$ cat config.mk
export PLATFORM = sky130hd
export DESIGN_NAME = if_fetch_stage
export DESIGN_NICKNAME = d
export VERILOG_FILES = /design/src/rtl/if_fetch_stage.sv
export SDC_FILE = /design/constraint.sdc
export NUM_CORES = 1
export LEC_CHECK = 0
export CAP_MARGIN = 0
export CORE_UTILIZATION = 44
export DETAILED_ROUTE_END_ITERATION = 10
export PLACE_DENSITY_LB_ADDON = 0.15
export SLEW_MARGIN = 20
export SYNTH_ARGS = -nofsm -noshare
export SYNTH_HDL_FRONTEND = slang
export SYNTH_SLANG_ARGS = --single-unit
export TNS_END_PERCENT = 100
$ cat constraint.sdc
create_clock -name clk_i -period 2.8 [get_ports clk_i]
set_clock_uncertainty 0.15 [all_clocks]
set_input_delay 0.56 -clock clk_i [delete_from_list [all_inputs] [get_ports clk_i]]
set_output_delay 0.56 -clock clk_i [all_outputs]
set_load 0.05 [all_outputs]
$ cat src/rtl/if_fetch_stage.sv
//============================================================================
// Module : if_fetch_stage
// Brief  : Instruction-fetch stage: PC register, IF/ID capture, halt on PC
//          past end of instruction memory. Optional counters: FETCH_PERF_EN.
// Rev    : 1.0
//============================================================================
`default_nettype none

module if_fetch_stage #(
  parameter logic [63:0] RESET_PC  = 64'h0,
  parameter int          INSTR_NUM = 2048
) (
  input  logic        clk_i,
  input  logic        rst_i,
  input  logic        stall_i,
  input  logic        flush_i,
  input  logic        redirect_i,
  input  logic [63:0] redirect_pc_i,
  input  logic [31:0] instr_i,
  output logic [63:0] pc_addr_o,
  output logic        ifid_valid_o,
  output logic [63:0] ifid_pc_o,
  output logic [63:0] ifid_pc4_o,
  output logic [31:0] ifid_instr_o,
`ifdef FETCH_PERF_EN
  output logic [31:0] perf_fetch_o,
  output logic [31:0] perf_stall_o,
  output logic [31:0] perf_flush_o,
`endif
  output logic        halted_o
);

  localparam logic [63:0] c_pc_limit = 64'(INSTR_NUM) * 64'd4;

  typedef enum logic [1:0] {
    ST_BOOT = 2'd0,
    ST_RUN  = 2'd1,
    ST_HALT = 2'd2
  } state_t;

  state_t      r_state, w_state_nxt;
  logic [63:0] r_pc, w_pc_nxt;
  logic        r_ifid_valid, w_ifid_valid_nxt;
  logic [63:0] r_ifid_pc, w_ifid_pc_nxt;
  logic [63:0] r_ifid_pc4, w_ifid_pc4_nxt;
  logic [31:0] r_ifid_instr, w_ifid_instr_nxt;

  logic [63:0] w_redirect_pc;
  logic        w_pc_oor;
  logic        w_redirect_oor;

  assign w_redirect_pc  = {redirect_pc_i[63:2], 2'b00};
  assign w_pc_oor       = (r_pc >= c_pc_limit);
  assign w_redirect_oor = (w_redirect_pc >= c_pc_limit);

  always_comb begin
    w_state_nxt      = r_state;
    w_pc_nxt         = r_pc;
    w_ifid_valid_nxt = r_ifid_valid;
    w_ifid_pc_nxt    = r_ifid_pc;
    w_ifid_pc4_nxt   = r_ifid_pc4;
    w_ifid_instr_nxt = r_ifid_instr;
    case (r_state)
      ST_BOOT: begin
        w_ifid_valid_nxt = 1'b0;
        w_state_nxt      = ST_RUN;
        if (redirect_i) begin
          w_pc_nxt = w_redirect_pc;
        end
      end
      ST_RUN: begin
        if (redirect_i) begin
          w_pc_nxt         = w_redirect_pc;
          w_ifid_valid_nxt = 1'b0;
        end else if (w_pc_oor) begin
          w_ifid_valid_nxt = 1'b0;
          w_state_nxt      = ST_HALT;
        end else if (stall_i) begin
          if (flush_i) begin
            w_ifid_valid_nxt = 1'b0;
          end
        end else begin
          w_ifid_pc_nxt    = r_pc;
          w_ifid_pc4_nxt   = r_pc + 64'd4;
          w_ifid_instr_nxt = instr_i;
          w_ifid_valid_nxt = !flush_i;
          w_pc_nxt         = r_pc + 64'd4;
        end
      end
      ST_HALT: begin
        // Stall and flush are meaningless once fetch has stopped.
        w_ifid_valid_nxt = 1'b0;
        if (redirect_i) begin
          w_pc_nxt = w_redirect_pc;
          if (!w_redirect_oor) begin
            w_state_nxt = ST_RUN;
          end
        end
      end
      default: begin
        w_state_nxt      = ST_BOOT;
        w_ifid_valid_nxt = 1'b0;
      end
    endcase
  end

  always_ff @(posedge clk_i) begin
    if (rst_i) begin
      r_state      <= ST_BOOT;
      r_pc         <= RESET_PC;
      r_ifid_valid <= 1'b0;
      r_ifid_pc    <= 64'd0;
      r_ifid_pc4   <= 64'd0;
      r_ifid_instr <= 32'd0;
    end else begin
      r_state      <= w_state_nxt;
      r_pc         <= w_pc_nxt;
      r_ifid_valid <= w_ifid_valid_nxt;
      r_ifid_pc    <= w_ifid_pc_nxt;
      r_ifid_pc4   <= w_ifid_pc4_nxt;
      r_ifid_instr <= w_ifid_instr_nxt;
    end
  end

  assign pc_addr_o    = r_pc;
  assign ifid_valid_o = r_ifid_valid;
  assign ifid_pc_o    = r_ifid_pc;
  assign ifid_pc4_o   = r_ifid_pc4;
  assign ifid_instr_o = r_ifid_instr;
  assign halted_o     = (r_state == ST_HALT);

`ifdef FETCH_PERF_EN
  logic        w_run_live;
  logic        w_fetch_inc, w_stall_inc, w_kill_inc;
  logic [31:0] r_perf_fetch, r_perf_stall, r_perf_flush;

  // Cycles that reach the stall/normal branches of RUN.
  assign w_run_live  = (r_state == ST_RUN) && !redirect_i && !w_pc_oor;
  assign w_fetch_inc = w_run_live && !stall_i && !flush_i;
  assign w_stall_inc = w_run_live && stall_i;
  assign w_kill_inc  = ((r_state == ST_RUN) && redirect_i) || (w_run_live && flush_i);

  always_ff @(posedge clk_i) begin
    if (rst_i) begin
      r_perf_fetch <= 32'd0;
      r_perf_stall <= 32'd0;
      r_perf_flush <= 32'd0;
    end else begin
      if (w_fetch_inc && (r_perf_fetch != 32'hFFFF_FFFF)) r_perf_fetch <= r_perf_fetch + 32'd1;
      if (w_stall_inc && (r_perf_stall != 32'hFFFF_FFFF)) r_perf_stall <= r_perf_stall + 32'd1;
      if (w_kill_inc  && (r_perf_flush != 32'hFFFF_FFFF)) r_perf_flush <= r_perf_flush + 32'd1;
    end
  end

  assign perf_fetch_o = r_perf_fetch;
  assign perf_stall_o = r_perf_stall;
  assign perf_flush_o = r_perf_flush;
`endif

endmodule

`default_nettype wire
==> results of run 1 <==
==> cells in the mapped netlist (all sizes together) (3+ instances only) <==
cell type / n
clkbuf: 49
o21ai: 7
o211a: 5
a21oi: 39
o211ai: 27
and3: 10
nand2: 32
nand4: 20
inv: 8
o31a: 4
o31ai: 8
a22o: 3
nor4: 30
nor3: 17
and2: 104
nand3: 55
buf: 28
o41ai: 4
a31oi: 5
a32o: 3
nor2: 70
a211oi: 8
o311a: 3
dfxtp: 221
nand2b: 5
nor3b: 3
o311ai: 4
a22oi: 13
and4: 3
xnor2: 7
mux2i: 54
==> final cells by class <==
cell class              instances  area (sq um)  share of cell area
well taps                     234           293              0.0230
clock inverters                12           154              0.0121
multi-input cells             574          3680               0.289
clock buffers                  32           651              0.0510
repair buffers                355          3510               0.275
flip-flops and latches        221          4420               0.347
inverters                       9          33.8             0.00265
==> sequential cells by signal, indices dropped and copies added (netlist names) <==
register,count
ifid_valid_o,1
ifid_pc4_o,62
ifid_instr_o,32
ifid_pc_o,62
pc_addr_o,62
r_state,2
==> stage by stage <==
step           std cells  power, W
6_report            1437   0.00739
2_1_floorplan        881   0.00385
3_5_place_dp        1393   0.00425
3_3_place_gp        1393   0.00424
4_1_cts             1437   0.00746
5_1_grt             1437   0.00764
==> placed cells by master, fill, tap and decap left out, drive strengths merged, types with 4 or more instances in the layout <==
cell | synthesis | final
nor4 | 30 | 30
nand2b | 5 | 5
clkbuf | 49 | 32
o41ai | 4 | 4
a31oi | 5 | 5
o211ai | 27 | 27
and3 | 10 | 10
nor3 | 17 | 17
o211a | 5 | 5
and2 | 104 | 104
o31ai | 8 | 8
a22oi | 13 | 13
dfxtp | 221 | 221
o31a | 4 | 4
nand3 | 55 | 55
inv | 8 | 8
a211oi | 8 | 8
a21oi | 39 | 39
o21ai | 7 | 7
clkinv | 1 | 7
nor2 | 70 | 70
xnor2 | 7 | 7
nand4 | 20 | 20
clkdlybuf4s50 | 0 | 317
o311ai | 4 | 4
conb | 1 | 6
mux2i | 54 | 54
nand2 | 32 | 32
buf | 28 | 38
==> cells by family (layout without fill, tap and decap cells) <==
| group | Yosys count | count (layout) | synth area share |
|---|---|---|---|
| muxes | 54 | 54 | 0.0640 |
| buffers and inverters | 86 | 408 | 0.0467 |
| xor gates and xnor gates | 9 | 9 | 0.00933 |
| AOI/OAI and AO/OA | 142 | 142 | 0.120 |
| adders and majority gates | 2 | 2 | 0.00296 |
| other | 1 | 6 | 0.000444 |
| DFF | 221 | 221 | 0.524 |
| and+or+nand+nor | 361 | 361 | 0.233 |
==> power by group through the flow <==
stage | Combinational (W) | Clock (W) | Sequential (W)
after floorplan | 0.000319 | 0 | 0.00353
after global placement | 0.000885 | 0 | 0.00336
after detailed placement | 0.000889 | 0 | 0.00336
after CTS | 0.000893 | 0.00328 | 0.00329
after global routing | 0.000945 | 0.00340 | 0.00330
final | 0.000896 | 0.00320 | 0.00329
==> layer usage <==
layer	share of wire	track usage
met5	0	0
met4	0.028	0.0795
met3	0.11	0.0851
met2	0.44	0.390
met1	0.42	0.326
==> final timing paths <==
kind	startpoint	end
hold / removal	rst_i	ifid_pc_o[12]
setup / recovery	pc_addr_o[5]	pc_addr_o[5]
setup reg to reg	pc_addr_o[16]	pc_addr_o[9]
hold reg to reg	ifid_pc4_o[51]	ifid_pc4_o[51]
==> impl_metrics.tcl, run 1 <==
set metrics [dict create \
    grtUsageTotal 0.250 \
    dp_slack_ns 0.0577 \
    viasPerCell 5.41 \
    path_buf_inv 1 \
    core-area_sq_um 18800 \
    setup_viol 0 \
    cts_hold_buffers 0 \
    fin_crit_ns 2.68 \
    synth_top_cell_area_share 0.524 \
    antenna_found_initial 0 \
    crit_cells 1 \
    drive_gt1_frac 0.0732 \
    path_cells "clkdlybuf4s50_1" \
    clkSinkCount 221 \
    internal_power_w 0.00549 \
    nNetsFinal 1288 \
    arrival_ns 1.97 \
    postCtsResizedCells 0 \
    synthFlopType "dfxtp_1" \
    fin_area_sq_um 12700 \
    drc 0 \
    gp_congestion 0.916 \
    worstMarginPinSlew_ns 1.03 \
    crit_family "buffers and inverters" \
    slowest_stage "clkdlybuf4s50_1" \
    hold_slack_ns 0.263 \
    cts.root.buffer_cell "clkbuf_16" \
    syn_avg_cell_area_sq_um 9.64 \
    reg2reg_slack_ns 0.21 \
    grt_pass1_vias 7358 \
    setup_tns_ns 0 \
    max_slew_margin 0.314 \
    end_kind "output pin" \
    setup.worst_path.class "reg -> out" \
    fp.dieW_um 141 \
    routed-via-count 7776 \
    setup_slack_ns 0.121 \
    cts_buffer_depth 3 \
    rsz0062_at_grt "false" \
    power.share.clock 0.433 \
    p_sw_frac 0.256 \
    ys_types 56 \
    wirelength_um 25500 \
    synth_cells 876 \
    post-route-util 0.679 \
    vdd_drop_max_mv 0.530 \
    n_antenna_cell 0 \
    ios 327 \
    fin_crit_sh 0.957 \
    grt_pass1_wl_um 39800 \
    synth_edf_count 0 \
    leakage_nw 4.63 \
    seqPwrFrac 0.446 \
    synth_area_sq_um 8450 \
    port_buffers 318 \
    fillers 1519 \
    max_freq_mhz 373 \
    grt_max_degree 56 \
    required_ns 2.09 \
    num_rows 50 \
    ant_nets 0 \
    yosysTopAreaCell "dfxtp_1" \
    grt-ovfl-total 0 \
    combPwrFrac 0.121 \
    synth-warning-count 0 \
    crit_fanout 11 \
    insertion_delay_ns 0.52 \
    r2r_cells 7 \
    ys_seq_elements 221 \
    cts_max_level 1 \
    critPathMaxStageDelay_ns 0.88 \
    cts_inserted_buffers 24 \
    synth.area.top_cells "dfxtp_1 52%, and2_1 7.7%, mux2i_1 6.4%" \
    finalMaxSlewViolations 0 \
    drtPass1Iterations 5 \
    dp_hpwl_um 18000 \
    async_flop_share 0 \
    avgRoutedWirePerCell_um 17.8 \
    area_growth_pct 50.9 \
    postCtsSetupBuffers 0 \
    power.density_nw_per_um2 580 \
    cts.reportedPaths.clkPinSlew_ns 0.06 \
    die_area_sq_um 19800 \
    min_path_type "in -> reg" \
    drv_cap 0 \
    post_dp_cell_area_sq_um 11900 \
    synth-seq-area-share 0.524 \
    cts_tree "built" \
    switching_power_w 0.00189 \
    hold_depth 2 \
    start_kind "flip-flop" \
    finalHoldViolCount 0 \
    drt_iter0_markers 615 \
    outcome "finished clean" \
    initial_core_util 0.450 \
    die_h_um 141 \
]
Note: power is estimated with default switching activity, not from simulation.
==> inputs of run 2 (changes only) <==
CTS_CLUSTER_SIZE = 8   (was not set)
==> run 2 against run 1 <==
Against the previous run:
- cell area about the same
- critical endpoint unchanged
- utilization is essentially flat
- clock power barely moved
- sequential share of layout area is essentially flat
- cell count decreased by 0.77%
- critical path depth unchanged
- flip-flop and latch count did not move
==> impl_metrics.tcl, run 2 (synthesis results as in run 1) <==
set metrics [dict create \
    r2r_end "ifid_pc_o[6]" \
    routed-via-count 7809 \
    viasPerCell 5.48 \
    nNetsFinal 1295 \
    clkSinkCount 221 \
    final_cell_mix "317 x clkdlybuf4s50_1, 221 x dfxtp_1, 104 x and2_1, 69 x nor2_1, 55 x nand3_1" \
    rsz0062_at_grt "false" \
    grt_pass1_vias 7564 \
    grt_pass1_wl_um 40700 \
    finalHoldViolCount 0 \
    fin_area_sq_um 12700 \
    fin_crit_ns 2.71 \
    ant_nets 0 \
    grtUsageTotal 0.258 \
    hold_depth 2 \
    drive_gt1_frac 0.0696 \
    reg2reg_slack_ns 0.21 \
    p_sw_frac 0.255 \
    cts_inserted_buffers 31 \
    core-area_sq_um 18800 \
    p_total_w 0.00740 \
    wirelength_um 26200 \
    fin_crit_sh 0.967 \
    cts_hold_buffers 0 \
    grt-ovfl-total 0 \
    initial_core_util 0.450 \
    start_kind "flip-flop" \
    num_rows 50 \
    cts.reportedPaths.clkPinSlew_ns 0.06 \
    power.density_nw_per_um2 581 \
    gp_congestion 0.916 \
    end_kind "output pin" \
    cts_max_level 1 \
    finalMaxSlewViolations 0 \
    die_area_sq_um 19800 \
    switching_power_w 0.00189 \
    register_area_sq_um 4420 \
    grt_max_degree 56 \
    critPathMaxStageDelay_ns 0.88 \
    vdd_drop_max_mv 0.594 \
    finalNonFillerCells 1426 \
    whs_endpoint "ifid_pc_o[12]" \
    internal_power_w 0.00551 \
    dp_hpwl_um 18000 \
    post_dp_cell_area_sq_um 11900 \
    max_slew_margin 0.319 \
    drtPass1Iterations 6 \
    insertion_delay_ns 0.55 \
    outcome "finished clean" \
    dpl.cell_count 1393 \
    max_freq_mhz 369 \
    setup_viol 0 \
    fp.dieW_um 141 \
    multi_input_area_sq_um 3680 \
    cts_buffer_depth 3 \
    path_cells "clkdlybuf4s50_1" \
    rr_startpoint "pc_addr_o[16]" \
    drv_cap 0 \
    fillers 1495 \
    area_growth_pct 50.9 \
    avgRoutedWirePerCell_um 18.4 \
    path_buf_inv 1 \
    die_h_um 141 \
    min_path_type "in -> reg" \
    combPwrFrac 0.121 \
    cts_tree "built" \
    required_ns 2.09 \
    crit_fanout 11 \
    drc 0 \
    setup.worst_path.class "reg -> out" \
    drt_iter0_markers 500 \
    arrival_ns 2.00 \
    seqPwrFrac 0.446 \
    worstMarginPinSlew_ns 1.02 \
    n_antenna_cell 0 \
    antenna_found_initial 0 \
    hold_slack_ns 0.228 \
    leakage_nw 4.64 \
    hp-start "rst_i" \
    crit_family "buffers and inverters" \
    power.share.clock 0.433 \
    ios 327 \
    setup_tns_ns 0 \
    cts.root.buffer_cell "clkbuf_16" \
    port_buffers 318 \
    slowest_stage "clkdlybuf4s50_1" \
    r2r_cells 9 \
    final_common_cell "clkdlybuf4s50_1" \
]
run 2: changes by cell type in the layout (fill, tap and decap cells not counted):
cell / delta
clkbuf_8: -2
clkinv_2: -4
clkinvlp_4: -3
clkbuf_16: +7
bufinv_16: -3
inv_16: +1
clkbuf_1: -6
clkinv_8: -1
run 2: area by class of cell:
type / instances / area share
Clock buffer: 31 / 0.0609
Clock inverter: 2 / 0.00196
Inverter: 9 / 0.00265
Multi-Input combinational cell: 574 / 0.289
Sequential cell: 221 / 0.347
Tap cell: 234 / 0.0230
Timing Repair Buffer: 355 / 0.275
run 2: through the flow:
step | setup slack, ns | util
4_1_cts | 0.0663 | 0.679
6_report | 0.0919 | 0.679
5_1_grt | 0.0268 | 0.679
3_5_place_dp | 0.0577 | 0.636
2_1_floorplan | 0.320 | -
3_3_place_gp | 0.111 | 0.636
run 2: power by group through the flow:
stage          Clock (W)  Combinational [W]  Sequential, W
4_1_cts          0.00328           0.000893        0.00329
3_3_place_gp           0           0.000885        0.00336
2_1_floorplan          0           0.000319        0.00353
3_5_place_dp           0           0.000889        0.00336
5_1_grt          0.00340           0.000945        0.00330
6_report         0.00321           0.000895        0.00330
run 2: worst max path at each step:
stage / from / to / cells after the start
after CTS: pc_addr_o[5] / pc_addr_o[5] / 1
final: pc_addr_o[5] / pc_addr_o[5] / 1
after global routing: pc_addr_o[5] / pc_addr_o[5] / 1
after detailed placement: stall_i / pc_addr_o[9] / 6
after floorplan: pc_addr_o[13] / pc_addr_o[55] / 8
after global placement: redirect_i / ifid_instr_o[30] / 8
run 2: what timing repair did:
item | CTS | global route
resized for setup | 0 | 1
endpoints found under the setup margin | 0 | 58
buffers inserted | 0 | 0
run 2: worst reg2reg max path, delay by kind of cell, from the launching register on:
family / cells / cell delay, ns
mux: 1 / 0.26
buf+inv: 4 / 0.80
simple gates: 4 / 0.83
flops: 1 / 0.39
run 2: per-layer routing:
layer	track usage	routed length, um	vias to the layer above
met4	0.0835	764	0
met2	0.412	11900	341
met3	0.0875	2620	57
li1	-	-	3728
met1	0.327	10800	3683
met5	0	0	-
==> inputs of run 3 (changes only) <==
HOLD_SLACK_MARGIN = 0.08   (was not set)
==> results of run 3 <==
The final DEF is identical to that of run 2; final timing and power are the same.
